$ cat config.mk
export PLATFORM = sky130hd
export DESIGN_NAME = alu_multi
export DESIGN_NICKNAME = d
export VERILOG_FILES = /design/src/rtl/alu_multi.sv
export SDC_FILE = /design/constraint.sdc
export NUM_CORES = 1
export LEC_CHECK = 0
export CAP_MARGIN = 20
export CORE_ASPECT_RATIO = 2
export CORE_MARGIN = 5
export CORE_UTILIZATION = 30
export CTS_BUF_LIST = sky130_fd_sc_hd__clkbuf_16
export DETAILED_ROUTE_END_ITERATION = 10
export PLACE_DENSITY = 0.5
export SLEW_MARGIN = 30
export SYNTH_ARGS = -nofsm -noshare
export SYNTH_HDL_FRONTEND = slang
export SYNTH_SLANG_ARGS = --single-unit
$ cat constraint.sdc
create_clock -name clock -period 3.4 [get_ports clock]
set_input_delay 0.85 -clock clock [delete_from_list [all_inputs] [get_ports clock]]
set_output_delay 0.85 -clock clock [all_outputs]
set_load 0.02 [all_outputs]
$ cat src/rtl/alu_multi.sv
// Multi-accumulator ALU with carry/zero flags, sticky ERROR state and an optional
// iterative shift-add multiplier, compiled in when ALU_MULTI_MUL_EN is defined.
module alu_multi #(
    parameter int WIDTH    = 8,
    parameter int ACCSEL_W = 2
) (
    input  logic                          clock,
    input  logic                          reset,
    input  logic [3+ACCSEL_W+WIDTH:0]     inst,
    input  logic                          inst_en,
    output logic                          inst_ready,
    output logic [WIDTH-1:0]              result,
    output logic                          flag_zero,
    output logic                          flag_carry,
    output logic                          error,
    output logic [1:0]                    dbg_state_o
);
    localparam int NACC = 2 ** ACCSEL_W;

    localparam logic [1:0] ST_READY = 2'd0;
    localparam logic [1:0] ST_ERROR = 2'd2;
`ifdef ALU_MULTI_MUL_EN
    localparam logic [1:0] ST_MUL   = 2'd1;
    localparam int         CNT_W    = $clog2(WIDTH + 1);
`endif

    localparam logic [3:0] OP_NOP = 4'h0;
    localparam logic [3:0] OP_LDI = 4'h1;
    localparam logic [3:0] OP_ADD = 4'h2;
    localparam logic [3:0] OP_SUB = 4'h3;
    localparam logic [3:0] OP_NOT = 4'h4;
    localparam logic [3:0] OP_AND = 4'h5;
    localparam logic [3:0] OP_IOR = 4'h6;
    localparam logic [3:0] OP_XOR = 4'h7;
    localparam logic [3:0] OP_SHL = 4'h8;
    localparam logic [3:0] OP_SHR = 4'h9;
`ifdef ALU_MULTI_MUL_EN
    localparam logic [3:0] OP_MUL = 4'hA;
`endif

    logic [WIDTH-1:0]    acc_q [NACC];
    logic [WIDTH-1:0]    result_q, result_d;
    logic                zero_q, zero_d;
    logic                carry_q, carry_d;
    logic [1:0]          state_q, state_d;

    logic [3:0]          op;
    logic [ACCSEL_W-1:0] sel;
    logic [WIDTH-1:0]    imm;
    logic [WIDTH-1:0]    a_val;
    logic [WIDTH:0]      sum, diff;

    logic                wr_en;
    logic [ACCSEL_W-1:0] wr_sel;
    logic [WIDTH-1:0]    wr_data;

`ifdef ALU_MULTI_MUL_EN
    logic [2*WIDTH-1:0]  mcand_q, mcand_d;
    logic [2*WIDTH-1:0]  prod_q, prod_d, prod_n;
    logic [WIDTH-1:0]    mplier_q, mplier_d;
    logic [CNT_W-1:0]    cnt_q, cnt_d;
    logic [ACCSEL_W-1:0] mul_sel_q, mul_sel_d;
`endif

    assign op    = inst[WIDTH+ACCSEL_W +: 4];
    assign sel   = inst[WIDTH +: ACCSEL_W];
    assign imm   = inst[WIDTH-1:0];
    assign a_val = acc_q[sel];
    assign sum   = {1'b0, a_val} + {1'b0, imm};
    // MSB of the widened difference is the borrow out.
    assign diff  = {1'b0, a_val} - {1'b0, imm};

    always_comb begin
        state_d  = state_q;
        carry_d  = carry_q;
        wr_en    = 1'b0;
        wr_sel   = sel;
        wr_data  = a_val;
`ifdef ALU_MULTI_MUL_EN
        mcand_d   = mcand_q;
        prod_d    = prod_q;
        prod_n    = prod_q + (mplier_q[0] ? mcand_q : '0);
        mplier_d  = mplier_q;
        cnt_d     = cnt_q;
        mul_sel_d = mul_sel_q;
`endif
        case (state_q)
            ST_READY: begin
                if (inst_en) begin
                    case (op)
                        OP_NOP: ;
                        OP_LDI: begin wr_en = 1'b1; wr_data = imm; end
                        OP_ADD: begin wr_en = 1'b1; wr_data = sum[WIDTH-1:0]; carry_d = sum[WIDTH]; end
                        OP_SUB: begin wr_en = 1'b1; wr_data = diff[WIDTH-1:0]; carry_d = diff[WIDTH]; end
                        OP_NOT: begin wr_en = 1'b1; wr_data = ~a_val; end
                        OP_AND: begin wr_en = 1'b1; wr_data = a_val & imm; end
                        OP_IOR: begin wr_en = 1'b1; wr_data = a_val | imm; end
                        OP_XOR: begin wr_en = 1'b1; wr_data = a_val ^ imm; end
                        OP_SHL: begin wr_en = 1'b1; wr_data = a_val << imm; end
                        OP_SHR: begin wr_en = 1'b1; wr_data = a_val >> imm; end
`ifdef ALU_MULTI_MUL_EN
                        OP_MUL: begin
                            state_d   = ST_MUL;
                            mcand_d   = {{WIDTH{1'b0}}, a_val};
                            mplier_d  = imm;
                            prod_d    = '0;
                            cnt_d     = CNT_W'(WIDTH);
                            mul_sel_d = sel;
                        end
`endif
                        default: state_d = ST_ERROR;
                    endcase
                end
            end
`ifdef ALU_MULTI_MUL_EN
            ST_MUL: begin
                prod_d   = prod_n;
                mcand_d  = mcand_q << 1;
                mplier_d = mplier_q >> 1;
                cnt_d    = cnt_q - CNT_W'(1);
                if (cnt_q == CNT_W'(1)) begin
                    state_d = ST_READY;
                    wr_en   = 1'b1;
                    wr_sel  = mul_sel_q;
                    wr_data = prod_n[WIDTH-1:0];
                    carry_d = |prod_n[2*WIDTH-1:WIDTH];
                end
            end
`endif
            default: ;
        endcase
        result_d = wr_en ? wr_data : result_q;
        zero_d   = wr_en ? (wr_data == '0) : zero_q;
    end

    always_ff @(posedge clock or posedge reset) begin
        if (reset) begin
            for (int i = 0; i < NACC; i++) acc_q[i] <= '0;
            result_q <= '0;
            zero_q   <= 1'b0;
            carry_q  <= 1'b0;
            state_q  <= ST_READY;
        end else begin
            if (wr_en) acc_q[wr_sel] <= wr_data;
            result_q <= result_d;
            zero_q   <= zero_d;
            carry_q  <= carry_d;
            state_q  <= state_d;
        end
    end

`ifdef ALU_MULTI_MUL_EN
    always_ff @(posedge clock or posedge reset) begin
        if (reset) begin
            mcand_q   <= '0;
            prod_q    <= '0;
            mplier_q  <= '0;
            cnt_q     <= '0;
            mul_sel_q <= '0;
        end else begin
            mcand_q   <= mcand_d;
            prod_q    <= prod_d;
            mplier_q  <= mplier_d;
            cnt_q     <= cnt_d;
            mul_sel_q <= mul_sel_d;
        end
    end
`endif

    assign inst_ready  = (state_q == ST_READY);
    assign error       = (state_q == ST_ERROR);
    assign result      = result_q;
    assign flag_zero   = zero_q;
    assign flag_carry  = carry_q;
    assign dbg_state_o = state_q;
endmodule

==> results.ini <==
[routing]
vias=4028
drc=0
avgViaCountPerCell=5.556
wl_per_cell_um=21.04
first_pass_iters=4
ant_nets=0
drtIter0Drc=255
drt-total-wl_um=15260

[final_layout]
layout.nets=620
drive_above_1_share=0.3896
seq_area_sq_mm=0.001076
n_fill_cell=1245
area_delta_synth_final_pct=48.14
stdcell_count=725
multi_input_area_sq_mm=0.002671
diodes=0

[yosys]
synth-async-reset-ratio=1.000
ys_types=68
avgSynthCellArea_sq_um=8.837
ys.flop_type=dfrtp_1
netlist_area_sq_mm=0.003800
synth-seq-area-share=0.2832
synth.ff_latch_count=43
yosysTopAreaCell=dfrtp_1
ys_warn_count=0
synth_top_cells_by_area=dfrtp_1, ha_1, mux4_2, nor2_1, mux2_2
syn_inst=430
yosysTopAreaCellShare=0.2832
synth-edff-count=0
syn_nets=476

[global_routing]
grt_max_degree=44
grt_overflow_total=0
track_usage=0.2136
grt_pass1_wl_um=23900
antenna_found_initial=0
grt_pass1_vias=4400

[job]
cap_violations=0

[power_and_ir_drop]
comb_power_share=0.267
pwr-share-clk=0.396
power_density_mw_per_mm2=280.0
vdd_ir_drop_max_mv=0.3415
swShare=0.2750
net-switching-power_uw=433.5
leakage_uw=0.002517
pwr-share-seq=0.337
intPower_uw=1143

[run_status]
violations=negative setup slack
status=finished with violations

[die]
io-pin-count=31
fp.dieH_um=169.2
core_sq_mm=0.01248
die_area_sq_mm=0.01515
rows=58
start_util=0.3044
die_w_um=89.58

[timing]
fin_crit_ns=3.547
tightest_slew_ns=0.8055
period_share=1.043
layout_setup_ws_ns=-0.1470
rsz0062_at_grt=yes
max_freq_mhz=281.9
slew_violations=0
finalHoldViolCount=0
slew_headroom=0.4601
setup_viol=1
finClkSkew_ns=0.007244

[worst_setup_path]
crit_path_start_kind=input pin
arrival_ns=3.73
criticalPathCategory=in2reg
crit_path_end_kind=flip-flop
crit_path_max_fanout=3
required_ns=3.59
r2r_setup_slack_ns=0.13

[placement]
pre_cts_slack_ns=-1.067
globalplace.congestion=1.010
io_buffers=29
dp_cells=711
dp_hpwl_um=12660

[clocking]
cts_hold_buf=0
cts.sinks=43
cts_root_buf=clkbuf_16
cts_tree=yes
clkTransAtPathRegs_ns=0.06
insertion_delay_ns=0.30
numCtsBuffers=5
htreeDepth=2
cts_buffer_depth=2

[worst_hold_path]
hold_class=reg2reg

==> per-stage QoR <==
step	hold WS, ns	util	cell area [sq um]	TNS [ns]	total power (uW)
floorplan	0.4548	-	3840	-0.4315	735.3
global placement	0.4772	0.4158	5190	-29.98	919.9
detailed placement	0.4856	0.4162	5195	-30.20	922.5
CTS	0.4999	0.4380	5466	-0.3367	1565
global route	0.5085	0.4510	5629	-0.7110	1644
finish	0.4962	0.4510	5629	-0.1470	1576
==> cells in the mapped netlist, types with 4 or more instances <==
master,instances
o21ai_0,23
nor2_1,47
a31oi_1,14
mux4_2,11
a221oi_1,5
or4_1,5
a211oi_1,5
mux2i_1,14
dfrtp_1,43
xnor2_1,5
o31ai_1,5
o21a_1,5
nand2_1,29
or3_1,4
nor2b_1,5
o22ai_1,6
mux2_2,14
a21oi_1,27
clkbuf_1,22
nor3_1,9
ha_1,27
inv_1,24
nand3_1,8
==> critical path, cell delays in order <==
cell	delay [ns]
buf_8	0.08
mux4_2	0.56
ha_4	0.20
fa_2	0.44
nor2_2	0.09
a2111oi_1	0.05
a21oi_1	0.14
o22ai_1	0.09
or4_4	0.53
or4_4	0.49
o41ai_2	0.21
==> path summary, 6_finish.rpt <==
kind | from | depth (start not counted) | to
worst min register to register | acc_q[8]$_DFFE_PP0P_ | 1 | acc_q[8]$_DFFE_PP0P_
worst min-delay path | acc_q[8]$_DFFE_PP0P_ | 1 | acc_q[8]$_DFFE_PP0P_
min in group asynchronous | reset | 3 | result[4]$_DFFE_PP0P_
worst max-delay path | inst[8] | 11 | flag_zero$_DFFE_PP0P_
max in group asynchronous | reset | 3 | acc_q[17]$_DFFE_PP0P_
worst max register to register | acc_q[0]$_DFFE_PP0P_ | 10 | flag_zero$_DFFE_PP0P_
==> per-layer routing <==
layer,vias up,track usage,share of wire
met1,1952,0.1960,0.31
met4,0,0.1821,0.093
met2,130,0.3900,0.57
met5,-,0,0
met3,62,0.02624,0.033
li1,1884,-,-
==> cells by family (layout without fill, tap and decap cells) <==
kind of cell             after synthesis  after routing  share of synthesized area
AND/OR/NAND/NOR                      126            126                     0.1617
AO/OA/AOI/OAI                        124            124                     0.2219
buffers and inverters                 61            206                    0.06849
flip-flops                            43             43                     0.2832
multiplexers                          40             40                     0.1505
adder cells (fa/ha/maj)               29             29                    0.09944
XOR/XNOR                               6              6                    0.01383
other                                  1              1                  0.0009869
==> layout by cell type, fill, tap and decap left out, types with 14 or more instances in the layout <==
cell,Yosys,final
buf_4,3,135
nor2_1,47,45
dfrtp_1,43,43
nand2_1,29,29
clkdlybuf4s50_1,0,25
ha_1,27,22
inv_1,24,20
o21ai_0,23,20
a21oi_1,27,19
mux2_2,14,14
mux2i_1,14,14
==> layout make-up <==
cell class                      count  area share
Multi-Input combinational cell    326      0.4745
Timing Repair Buffer              170      0.2487
Sequential cell                    43      0.1912
Tap cell                          150     0.03334
Clock buffer                        5     0.02223
Inverter                           28     0.01867
Clock inverter                      3     0.01134
==> power by group through the flow <==
stage | Clock, uW | Sequential [uW] | Combinational, uW
2_1_floorplan | 0 | 537 | 198
3_3_place_gp | 0 | 540 | 380
3_5_place_dp | 0 | 541 | 382
4_1_cts | 636 | 531 | 398
5_1_grt | 657 | 532 | 454
6_report | 625 | 531 | 421
==> sequential cells by signal, summed over array words and instances (netlist names) <==
signal and count:
acc_q 32, flag_zero 1, result 8, flag_carry 1, dbg_state_o 1
==> what timing repair did <==
item	CTS	global route
gates resized for setup	24	31
setup endpoints to repair	42	30
setup buffers	2	5
pin swaps	13	22
No activity file was read; power rests on OpenSTA's default activity.
